$ cat config.mk
export PLATFORM = sky130hd
export DESIGN_NAME = mips_alu_flat
export DESIGN_NICKNAME = d
export VERILOG_FILES = /design/src/rtl/alu_pkg.sv /design/src/rtl/mips_alu_if.sv /design/src/rtl/alu_shifter.sv /design/src/rtl/mips_alu.sv /design/src/flat_wrapper.sv
export SDC_FILE = /design/constraint.sdc
export NUM_CORES = 1
export LEC_CHECK = 0
export ABC_AREA = 1
export ABC_CLOCK_PERIOD_IN_PS = 800
export CORE_MARGIN = 2
export CORE_UTILIZATION = 29
export CTS_CLUSTER_SIZE = 25
export DETAILED_ROUTE_END_ITERATION = 10
export PLACE_DENSITY = 0.47
export SETUP_SLACK_MARGIN = 0.2
export SLEW_MARGIN = 20
export SYNTH_ARGS = -nofsm -noshare
export SYNTH_HDL_FRONTEND = slang
export SYNTH_HIERARCHICAL = 1
export SYNTH_SLANG_ARGS = --single-unit
$ cat constraint.sdc
create_clock -name clk -period 0.8 [get_ports clk]
set_clock_uncertainty 0.1 [all_clocks]
set_input_delay 0.16 -clock clk [delete_from_list [all_inputs] [get_ports clk]]
set_output_delay 0.16 -clock clk [all_outputs]
set_load 0.01 [all_outputs]
$ cat src/rtl/alu_pkg.sv
// Shared constants for the MIPS32 ALU: datapath width and aluc operation codes.
package alu_pkg;

  localparam int unsigned WIDTH   = 32;
  localparam int unsigned OP_W    = 5;
  localparam int unsigned SHAMT_W = 5;

  localparam logic [OP_W-1:0] ALU_ADDU = 5'b00000;
  localparam logic [OP_W-1:0] ALU_SUBU = 5'b00001;
  localparam logic [OP_W-1:0] ALU_SLT  = 5'b00010;
  localparam logic [OP_W-1:0] ALU_AND  = 5'b00011;
  localparam logic [OP_W-1:0] ALU_NOR  = 5'b00100;
  localparam logic [OP_W-1:0] ALU_OR   = 5'b00101;
  localparam logic [OP_W-1:0] ALU_XOR  = 5'b00110;
  localparam logic [OP_W-1:0] ALU_SLL  = 5'b00111;
  localparam logic [OP_W-1:0] ALU_SRL  = 5'b01000;
  localparam logic [OP_W-1:0] ALU_SLTU = 5'b01001;
  localparam logic [OP_W-1:0] ALU_JALR = 5'b01010;
  localparam logic [OP_W-1:0] ALU_JR   = 5'b01011;
  localparam logic [OP_W-1:0] ALU_SLLV = 5'b01100;
  localparam logic [OP_W-1:0] ALU_SRA  = 5'b01101;
  localparam logic [OP_W-1:0] ALU_SRAV = 5'b01110;
  localparam logic [OP_W-1:0] ALU_SRLV = 5'b01111;
  localparam logic [OP_W-1:0] ALU_LUI  = 5'b10000;
  localparam logic [OP_W-1:0] ALU_BGEZ = 5'b10001;
  localparam logic [OP_W-1:0] ALU_BGTZ = 5'b10010;
  localparam logic [OP_W-1:0] ALU_BLEZ = 5'b10011;
  localparam logic [OP_W-1:0] ALU_BLTZ = 5'b10100;

endpackage

$ cat src/rtl/mips_alu_if.sv
// Operand/control inputs and registered result/flags of the ALU.
interface mips_alu_if;
  import alu_pkg::*;

  logic [WIDTH-1:0]   a;
  logic [WIDTH-1:0]   b;
  logic [OP_W-1:0]    aluc;
  logic [SHAMT_W-1:0] shamt;
  logic [WIDTH-1:0]   r;
  logic               zero;
  logic               carry;
  logic               overflow;

  modport master (output a, b, aluc, shamt, input r, zero, carry, overflow);
  modport slave  (input a, b, aluc, shamt, output r, zero, carry, overflow);
endinterface

$ cat src/rtl/alu_shifter.sv
// Combinational barrel shifter; out_bit is the last bit shifted out (0 for amount 0).
module alu_shifter
  import alu_pkg::*;
(
  input  logic [WIDTH-1:0]   data,
  input  logic [SHAMT_W-1:0] amount,
  input  logic               left,
  input  logic               arith,
  output logic [WIDTH-1:0]   result,
  output logic               out_bit
);

  logic [WIDTH:0]        lsh;
  logic [WIDTH:0]        lrs;
  logic signed [WIDTH:0] ars;
  logic [WIDTH:0]        rsh;

  // One guard bit on each side catches the shifted-out bit.
  assign lsh = {1'b0, data} << amount;
  assign lrs = {data, 1'b0} >> amount;
  assign ars = $signed({data, 1'b0}) >>> amount;
  assign rsh = arith ? $unsigned(ars) : lrs;

  assign result  = left ? lsh[WIDTH-1:0] : rsh[WIDTH:1];
  assign out_bit = left ? lsh[WIDTH]     : rsh[0];

endmodule

$ cat src/rtl/mips_alu.sv
// MIPS32 ALU: add/sub, logic, compare, shifts and branch tests with one registered output stage.
module mips_alu
  import alu_pkg::*;
(
  input  logic       clk,
  input  logic       rst_n,
  mips_alu_if.slave  bus
);

  logic [WIDTH:0]       sum;
  logic [WIDTH:0]       diff;
  logic [SHAMT_W-1:0]   sh_amt;
  logic                 sh_left;
  logic                 sh_arith;
  logic [WIDTH-1:0]     sh_res;
  logic                 sh_out;
  logic [WIDTH-1:0]     r_nxt;
  logic                 c_nxt;
  logic                 v_nxt;
  logic                 a_neg;
  logic                 a_zero;

  logic [WIDTH-1:0]     r_q;
  logic                 zero_q;
  logic                 carry_q;
  logic                 overflow_q;

  // diff[WIDTH] is the unsigned borrow, i.e. a < b.
  assign sum    = {1'b0, bus.a} + {1'b0, bus.b};
  assign diff   = {1'b0, bus.a} - {1'b0, bus.b};
  assign a_neg  = bus.a[WIDTH-1];
  assign a_zero = (bus.a == '0);

  // Shifter steering: variable shifts take their amount from a[4:0].
  always_comb begin
    sh_amt   = bus.shamt;
    sh_left  = 1'b0;
    sh_arith = 1'b0;
    case (bus.aluc)
      ALU_SLL:  sh_left = 1'b1;
      ALU_SLLV: begin sh_left = 1'b1; sh_amt = bus.a[SHAMT_W-1:0]; end
      ALU_SRLV: sh_amt = bus.a[SHAMT_W-1:0];
      ALU_SRA:  sh_arith = 1'b1;
      ALU_SRAV: begin sh_arith = 1'b1; sh_amt = bus.a[SHAMT_W-1:0]; end
      default:  ;
    endcase
  end

  alu_shifter u_shifter (
    .data    (bus.b),
    .amount  (sh_amt),
    .left    (sh_left),
    .arith   (sh_arith),
    .result  (sh_res),
    .out_bit (sh_out)
  );

  // Result mux and flag generation.
  always_comb begin
    r_nxt = '0;
    c_nxt = 1'b0;
    v_nxt = 1'b0;
    case (bus.aluc)
      ALU_ADDU: begin
        r_nxt = sum[WIDTH-1:0];
        c_nxt = sum[WIDTH];
        v_nxt = (bus.a[WIDTH-1] == bus.b[WIDTH-1]) && (sum[WIDTH-1] != bus.a[WIDTH-1]);
      end
      ALU_SUBU: begin
        r_nxt = diff[WIDTH-1:0];
        c_nxt = diff[WIDTH];
        v_nxt = (bus.a[WIDTH-1] != bus.b[WIDTH-1]) && (diff[WIDTH-1] != bus.a[WIDTH-1]);
      end
      ALU_SLT:  r_nxt = WIDTH'($signed(bus.a) < $signed(bus.b));
      ALU_SLTU: begin
        r_nxt = WIDTH'(diff[WIDTH]);
        c_nxt = diff[WIDTH];
      end
      ALU_AND:  r_nxt = bus.a & bus.b;
      ALU_NOR:  r_nxt = ~(bus.a | bus.b);
      ALU_OR:   r_nxt = bus.a | bus.b;
      ALU_XOR:  r_nxt = bus.a ^ bus.b;
      ALU_SLL, ALU_SRL, ALU_SLLV, ALU_SRA, ALU_SRAV, ALU_SRLV: begin
        r_nxt = sh_res;
        c_nxt = sh_out;
      end
      ALU_JALR, ALU_JR: r_nxt = bus.a;
      ALU_LUI:  r_nxt = {bus.b[WIDTH/2-1:0], (WIDTH/2)'(0)};
      ALU_BGEZ: r_nxt = WIDTH'(!a_neg);
      ALU_BGTZ: r_nxt = WIDTH'(!a_neg && !a_zero);
      ALU_BLEZ: r_nxt = WIDTH'(a_neg || a_zero);
      ALU_BLTZ: r_nxt = WIDTH'(a_neg);
      default:  ;
    endcase
  end

  always_ff @(posedge clk or negedge rst_n) begin
    if (!rst_n) begin
      r_q        <= '0;
      zero_q     <= 1'b0;
      carry_q    <= 1'b0;
      overflow_q <= 1'b0;
    end else begin
      r_q        <= r_nxt;
      zero_q     <= (r_nxt == '0);
      carry_q    <= c_nxt;
      overflow_q <= v_nxt;
    end
  end

  assign bus.r        = r_q;
  assign bus.zero     = zero_q;
  assign bus.carry    = carry_q;
  assign bus.overflow = overflow_q;

endmodule

$ cat src/flat_wrapper.sv
// flat-port wrapper written by rule: the top's interface ports become plain ports
module mips_alu_flat import alu_pkg::*;
  (clk, rst_n, bus_a, bus_b, bus_aluc, bus_shamt, bus_r, bus_zero, bus_carry, bus_overflow);
  mips_alu_if bus_i ();
  input  logic clk;
  input  logic rst_n;
  input wire logic [$bits(bus_i.a)-1:0] bus_a;
  input wire logic [$bits(bus_i.b)-1:0] bus_b;
  input wire logic [$bits(bus_i.aluc)-1:0] bus_aluc;
  input wire logic [$bits(bus_i.shamt)-1:0] bus_shamt;
  output wire logic [$bits(bus_i.r)-1:0] bus_r;
  output wire logic [$bits(bus_i.zero)-1:0] bus_zero;
  output wire logic [$bits(bus_i.carry)-1:0] bus_carry;
  output wire logic [$bits(bus_i.overflow)-1:0] bus_overflow;
  assign bus_i.a = bus_a;
  assign bus_i.b = bus_b;
  assign bus_i.aluc = bus_aluc;
  assign bus_i.shamt = bus_shamt;
  assign bus_r = bus_i.r;
  assign bus_zero = bus_i.zero;
  assign bus_carry = bus_i.carry;
  assign bus_overflow = bus_i.overflow;
  mips_alu u_core (.clk(clk), .rst_n(rst_n), .bus(bus_i));
endmodule
==> summary.md, run 1 <==
| Metric | Value |
|---|---|
| Final max-slew violation count | `0` |
| DP Area | `20100 um2` |
| Top Metal Used | `met4` |
| Global-route wire length before repair | `121000 um` |
| Layout cell share with drive strength beyond 1 | `0.462` |
| Critical Path Sink Type | `flip-flop` |
| Synth cell types | `56` |
| Clock Sinks | `35` |
| Total track usage | `0.368` |
| Finished Cell Area | `23600 um2` |
| Post-Syn Area per Cell | `5.23 um2` |
| Syn Nets | `2587` |
| TritonCTS clock tree | `built` |
| Failing checks | `negative hold slack, negative setup slack` |
| CTS Buf Count | `5` |
| M1 wire length | `34500 um` |
| DRT iter0 DRCs | `1547` |
| Pwr dens | `934 nW/um2` |
| DRT antenna net count | `0` |
| Num rows | `76` |
| Critical path arrival | `3.19 ns` |
| Status | `finished, violations left` |
| Post-route worst setup slack | `-2.25 ns` |
| Clock slew seen by the registers of the worst setup and hold paths | `0.06 ns` |
| Max-Cap Viols | `0` |
| Slew headroom | `0.377` |
| CP Max Fanout | `19` |
| Initial Utilization | `0.293` |
| First-pass DRT Iterations | `6` |
| Fillcell total | `4454` |
| Layout Cells excl Fill | `3823` |
| Register area share after synthesis | `0.0695` |
| Ys flop type | `dfrtp_1` |
| Final Hold Violating Endpoints | `35` |
| Gr ovfl total | `0` |
| P&R area growth vs syn | `87.3%` |
| RSZ-0062 raised after global routing | `true` |
| Final setup vio count | `70` |
| Initial antenna violation count | `1` |
| CP Launch Type | `primary input` |
| WL/cell | `22.1 um` |
| Sum of net half-perimeters after detailed placement | `69700 um` |
| Final Critical Period | `3.05 ns` |
| Syn Inst Count | `2408` |
| Clock Path Buffers | `2` |
| Critical path data required time | `0.94 ns` |
| Vias per std cell | `5.20` |
| Type of the tightest min-delay check | `primary input to async pin` |
| Placed insts | `3728` |
| Nets@finish | `3415` |
| Syn. warnings | `6` |
| Largest net degree at the start of global routing | `36` |
| Leak | `12.6 nW` |
| Die span in x | `212 um` |
| Crit Path Category | `primary input to flip-flop` |
| Met3 WL | `5190 um` |
| Asr flop ratio synth | `1.00` |
| Via count | `19900` |
| Max VDD drop | `0.000760 V` |
| Min Hold Slack | `-0.288 ns` |
| Die Ht | `212 um` |
| CORE AREA | `43000 um2` |
| Global placement routability congestion | `1.01` |
| Worst Tran Pin Value | `0.931 ns` |
| Crit share post-route | `3.81` |
| Cell area after synthesis | `12600 um2` |
| Post-route DRC | `0` |
| Number of synthesized flops with an enable pin | `0` |
| Die ar. | `45100 um2` |
| WL met2 | `39600 um` |
| H-tree depth | `2` |
| Peak Freq | `328 MHz` |
| Post-detailed-routing wire length | `84400 um` |
| Ports | `111` |
| I/O Buffers | `110` |
| Root Driver | `clkbuf_16` |
| #FFs+latches synth | `35` |
| Vias in the first global route | `19400` |
| PnR Total Power | `22.0 mW` |
synthesized netlist by cell type (all sizes together) (14+ instances only):
cell,n,share of area
buf,94,0.047
nand3,483,0.20
nand2,789,0.24
a211oi,14,0.012
nand4,45,0.022
nor2,187,0.058
o22ai,28,0.014
nor3,17,0.0076
o21ai,73,0.030
inv,375,0.11
dfrtp,35,0.070
a21oi,80,0.032
o211ai,19,0.013
ha,101,0.10
what timing repair did:
action | 4_1_cts | 5_1_grt
hold endpoints to repair | 35 | 35
gates resized for setup | 661 | 200
buffers inserted | 56 | 23
pin swaps | 134 | 117
setup endpoints to repair | 70 | 70
cloned | 6 | 1
final timing paths:
path / startpoint / end / slack, ns / cells past startpoint
min in group clk: bus_aluc[2] / u_core/bus.carry$_DFF_PN0_ / 0.13 / 3
hold / removal: rst_n / u_core/bus.r[8]$_DFF_PN0_ / -0.29 / 2
setup / recovery: bus_aluc[3] / u_core/bus.zero$_DFF_PN0_ / -2.25 / 21
max in group asynchronous: rst_n / u_core/bus.r[22]$_DFF_PN0_ / 0.66 / 2
cell families after synthesis:
logic type	share of synthesized area
buffers and inverters	0.164
AO/OA/AOI/OAI	0.117
flip-flops	0.0695
adder cells (fa/ha/maj)	0.104
AND/OR/NAND/NOR	0.545
XOR/XNOR	0.000696
registers in the layout, summed over array words and instances, names as in the netlist:
register / flops
u_core/bus.zero: 1
u_core/bus.r: 32
u_core/bus.carry: 1
u_core/bus.overflow: 1
power breakdown:
part | switching, mW | total [mW] | internal [mW]
logic | 10.0 | 17.7 | 7.73
clock network | 0.942 | 2.27 | 1.33
registers | 0.0521 | 2.02 | 1.97
total | 11.0 | 22.0 | 11.0
routing by layer:
metal	vias up	GRT usage
met5	-	0
met4	0	0.203
met3	211	0.0300
met2	851	0.624
met1	9376	0.459
li1	9442	-
stage by stage:
stage / setup TNS [ns] / worst slack [ns] / util
2_1_floorplan: -45.10 / -1.70 / -
3_3_place_gp: -107.40 / -3.45 / 0.469
3_5_place_dp: -108.15 / -3.46 / 0.469
4_1_cts: -71.33 / -2.24 / 0.523
5_1_grt: -77.04 / -2.37 / 0.549
6_report: -73.59 / -2.25 / 0.549
final cells by class:
class | instances | area [um2] | share of cell area
sequential | 35 | 876 | 0.0371
clock inverter | 1 | 7.51 | 0.000318
antenna | 1 | 2.50 | 0.000106
tap | 585 | 732 | 0.0310
timing repair inverter | 2 | 12.5 | 0.000530
inverter | 376 | 1480 | 0.0625
multi-input combinational | 1891 | 12600 | 0.533
clock buffer | 7 | 153 | 0.00647
timing repair buffer | 925 | 7760 | 0.329
critical path, cell delays in order:
cell and delay [ns]:
buf_8 0.08, nand2_4 0.06, inv_4 0.06, nand3_4 0.14, buf_6 0.18, buf_4 0.14, nand2_1 0.13, o21ai_4 0.10
inv_2 0.20, buf_4 0.36, nand3_2 0.19, nand3_2 0.13, nand4_1 0.21, a21oi_1 0.22, nor3b_4 0.27, nand3_2 0.14
nor2_4 0.11, nand2_2 0.07, nor2_2 0.10, nand2_2 0.07, nor2_2 0.08
layout by cell type, fill, tap and decap left out, types with 7 or more instances in the layout:
cell type        netlist  layout
inv_1                360     306
ha_4                   0      27
o21ai_4                0       8
clkdlybuf4s50_1        0      13
nor2_2                 7      33
nand3_4                0      47
o22ai_1               28      27
nor3_2                 2       7
buf_6                  8      62
buf_8                  1       8
inv_4                  2      12
dfrtp_1               35      35
a21oi_1               79      54
nor3_1                15       8
ha_1                 101      73
buf_2                 62      32
o21ai_0               60      42
nand3_2               18     173
o21ai_1               11      17
dlygate4sd2_1          0      42
a22oi_1                7       7
o211ai_1              16      16
nand4_1               45      45
nor2_1               178     126
inv_2                 12      53
a21oi_4                0       9
buf_4                 15     722
nand2_2               38     123
nand3_1              465     263
nand2_4                2      34
a21oi_2                1      17
buf_12                 2      29
nand2_1              749     632
nor2_4                 2      28
and2_4                 2       9
Note: power is estimated with default switching activity, not from simulation.
==> run 2: changes to the inputs <==
--- a/config.mk
+++ b/config.mk
@@ -7,12 +7,15 @@
 export LEC_CHECK = 0
 export ABC_AREA = 1
 export ABC_CLOCK_PERIOD_IN_PS = 800
+export CELL_PAD_IN_SITES_DETAIL_PLACEMENT = 1
+export CELL_PAD_IN_SITES_GLOBAL_PLACEMENT = 1
 export CORE_MARGIN = 2
 export CORE_UTILIZATION = 29
 export CTS_CLUSTER_SIZE = 25
 export DETAILED_ROUTE_END_ITERATION = 10
-export PLACE_DENSITY = 0.47
+export PLACE_DENSITY = 0.66
 export SETUP_SLACK_MARGIN = 0.2
+export SKIP_LAST_GASP = 1
 export SLEW_MARGIN = 20
 export SYNTH_ARGS = -nofsm -noshare
 export SYNTH_HDL_FRONTEND = slang
==> summary.md, run 2 (synthesis results as in run 1) <==
| Metric | Value |
|---|---|
| Global-route wire length before repair | `135000 um (was 121000 um)` |
| Num rows | `76 (unchanged)` |
| Ports | `111 (unchanged)` |
| Status | `finished, violations left (unchanged)` |
| Crit share post-route | `4.04 (was 3.81)` |
| Placed insts | `3730 (was 3728)` |
| Peak Freq | `310 MHz (was 328 MHz)` |
| Pre-CTS WS | `-3.58 ns (was -3.46 ns)` |
| Finished Core Util | `0.551 (was 0.549)` |
| Pwr dens | `981 nW/um2 (was 934 nW/um2)` |
| Root Driver | `clkbuf_16 (unchanged)` |
| Clock slew seen by the registers of the worst setup and hold paths | `0.08 ns (was 0.06 ns)` |
| Max reg flops | `32 (unchanged)` |
| Clock Path Buffers | `2 (unchanged)` |
| I/O Buffers | `110 (unchanged)` |
| H-tree depth | `2 (unchanged)` |
| Commonest cells after routing, fill and taps aside | `buf_4, nand2_1, inv_1 (unchanged)` |
| Nets@finish | `3429 (was 3415)` |
| Failing checks | `negative hold slack, negative setup slack (unchanged)` |
| Crit-path slowest cell | `o211ai_1 (was buf_4)` |
| DRT iter0 DRCs | `1833 (was 1547)` |
| DRT antenna net count | `0 (unchanged)` |
| Initial antenna violation count | `2 (was 1)` |
| Crit Path Category | `primary input to flip-flop (unchanged)` |
| Critical path arrival | `3.38 ns (was 3.19 ns)` |
| Crit path largest cell delay | `0.26 ns (was 0.36 ns)` |
| Slew headroom | `0.529 (was 0.377)` |
| Vias in the first global route | `21600 (was 19400)` |
| Max VDD drop | `0.000745 V (was 0.000760 V)` |
| Die span in x | `212 um (unchanged)` |
| Critical path data required time | `0.95 ns (was 0.94 ns)` |
| CP Max Fanout | `6 (was 19)` |
| Post-route DRC | `0 (unchanged)` |
| Via count | `20800 (was 19900)` |
| Final setup vio count | `70 (unchanged)` |
| Die ar. | `45100 um2 (unchanged)` |
| Largest net degree at the start of global routing | `36 (unchanged)` |
| Bufs and invs on worst path | `7 (was 6)` |
| CP Launch Type | `primary input (unchanged)` |
| Total track usage | `0.404 (was 0.368)` |
| CTS Buf Count | `5 (unchanged)` |
| Die Ht | `212 um (unchanged)` |
| Final Hold Violating Endpoints | `35 (unchanged)` |
| Critical Path Sink Type | `flip-flop (unchanged)` |
| CORE AREA | `43000 um2 (unchanged)` |
| Max-Cap Viols | `0 (unchanged)` |
| Top Metal Used | `met5 (was met4)` |
| Layout Cells excl Fill | `3836 (was 3823)` |
| Cell breakdown of the critical path | `buf_8 -> nand2_4 -> inv_4 -> nand3_4 -> buf_6 -> o21ai_4 -> buf_12 -> buf_8 -> buf_12 -> buf_16 -> nand2_2 -> nand2_2 -> o211ai_1 -> nand3_2 -> nand3_2 -> nand4_1 -> a21oi_2 -> nor3b_4 -> nand3_2 -> nor2_4 -> nand2_2 -> nor2_2 -> nand2_1 -> nor2_2 (was buf_8 -> nand2_4 -> inv_4 -> nand3_4 -> buf_6 -> buf_4 -> nand2_1 -> o21ai_4 -> inv_2 -> buf_4 -> nand3_2 -> nand3_2 -> nand4_1 -> a21oi_1 -> nor3b_4 -> nand3_2 -> nor2_4 -> nand2_2 -> nor2_2 -> nand2_2 -> nor2_2)` |
| CP top delay family | `simple AND/OR/NAND/NOR gates (unchanged)` |
| Leak | `12.6 nW (about the same)` |
| WL/cell | `24.6 um (was 22.1 um)` |
| Final Critical Period | `3.23 ns (was 3.05 ns)` |
| P&R area growth vs syn | `88.0% (was 87.3%)` |
| Layout cell share with drive strength beyond 1 | `0.469 (was 0.462)` |
| Post-route worst setup slack | `-2.43 ns (was -2.25 ns)` |
| Worst Tran Pin Value | `0.704 ns (was 0.931 ns)` |
| WL met2 | `41900 um (was 39600 um)` |
| RSZ-0062 raised after global routing | `true (unchanged)` |
| Vias per std cell | `5.43 (was 5.20)` |
| First-pass DRT Iterations | `5 (was 6)` |
| Final max-slew violation count | `0 (unchanged)` |
| Sum of net half-perimeters after detailed placement | `75600 um (was 69700 um)` |
| Min Hold Slack | `-0.296 ns (was -0.288 ns)` |
| TritonCTS clock tree | `built (unchanged)` |
| Gr ovfl total | `0 (unchanged)` |
| Clock Sinks | `35 (unchanged)` |
| Met3 WL | `6620 um (was 5190 um)` |
| Type of the tightest min-delay check | `primary input to async pin (unchanged)` |
| Post-detailed-routing wire length | `94200 um (was 84400 um)` |
| Initial Utilization | `0.293 (unchanged)` |
| Global placement routability congestion | `1.08 (was 1.01)` |
| # diodes | `0 (was 1)` |
| M1 wire length | `40400 um (was 34500 um)` |
| Most common cell after layout, fill and taps aside | `buf_4 (unchanged)` |
## run 2: cell types whose count changed in the layout (fill, tap and decap cells not counted), sizes merged, moves of 2 or more
cell	change
clkdlybuf4s15	+4
dlymetal6s2s	-6
clkdlybuf4s50	-4
buf	+16
bufinv	+2
inv	-2
clkbuf	+3
## run 2: repair_timing
item	in CTS	in global routing
setup buffers	70	23
hold endpoints to repair	35	35
gates resized for setup	725	166
cloned	5	0
endpoints found under the setup margin	70	70
pin swaps	178	109
## run 2: final timing paths
kind	start	end	slack (ns)	cells past startpoint
worst min-delay path	rst_n	u_core/bus.r[5]$_DFF_PN0_	-0.30	2
max in group asynchronous	rst_n	u_core/bus.carry$_DFF_PN0_	0.64	2
min in group clk	bus_aluc[2]	u_core/bus.carry$_DFF_PN0_	0.13	3
worst max-delay path	bus_aluc[3]	u_core/bus.zero$_DFF_PN0_	-2.43	24
## run 2: per-stage QoR
| step | power, mW | setup TNS [ns] | area, um2 |
|---|---|---|---|
| floorplan | 8.82 | -45.10 | 13300 |
| detailed placement | 16.9 | -110.83 | 20200 |
| CTS | 21.8 | -75.90 | 22900 |
| global placement | 16.6 | -108.82 | 20200 |
| global route | 24.2 | -82.03 | 23700 |
| finish | 23.2 | -80.20 | 23700 |
## run 2: report_power, final
part | internal [mW] | switching, mW
logic | 7.77 | 10.7
clock network | 1.79 | 0.995
registers | 1.97 | 0.0539
total | 11.5 | 11.7
## run 2: layout make-up
type / count / area (um2)
timing repair buffer: 940 / 7820
fill: 5734 / 19300
sequential: 35 / 876
tap: 585 / 732
timing repair inverter: 1 / 11.3
clock inverter: 3 / 67.6
clock buffer: 5 / 125
inverter: 376 / 1480
multi-input combinational: 1891 / 12600
## run 2: layer usage
metal | vias to the layer above | GRT usage
met2 | 887 | 0.641
met4 | 4 | 0.183
li1 | 9473 | -
met5 | - | 0
met3 | 254 | 0.0563
met1 | 10200 | 0.541
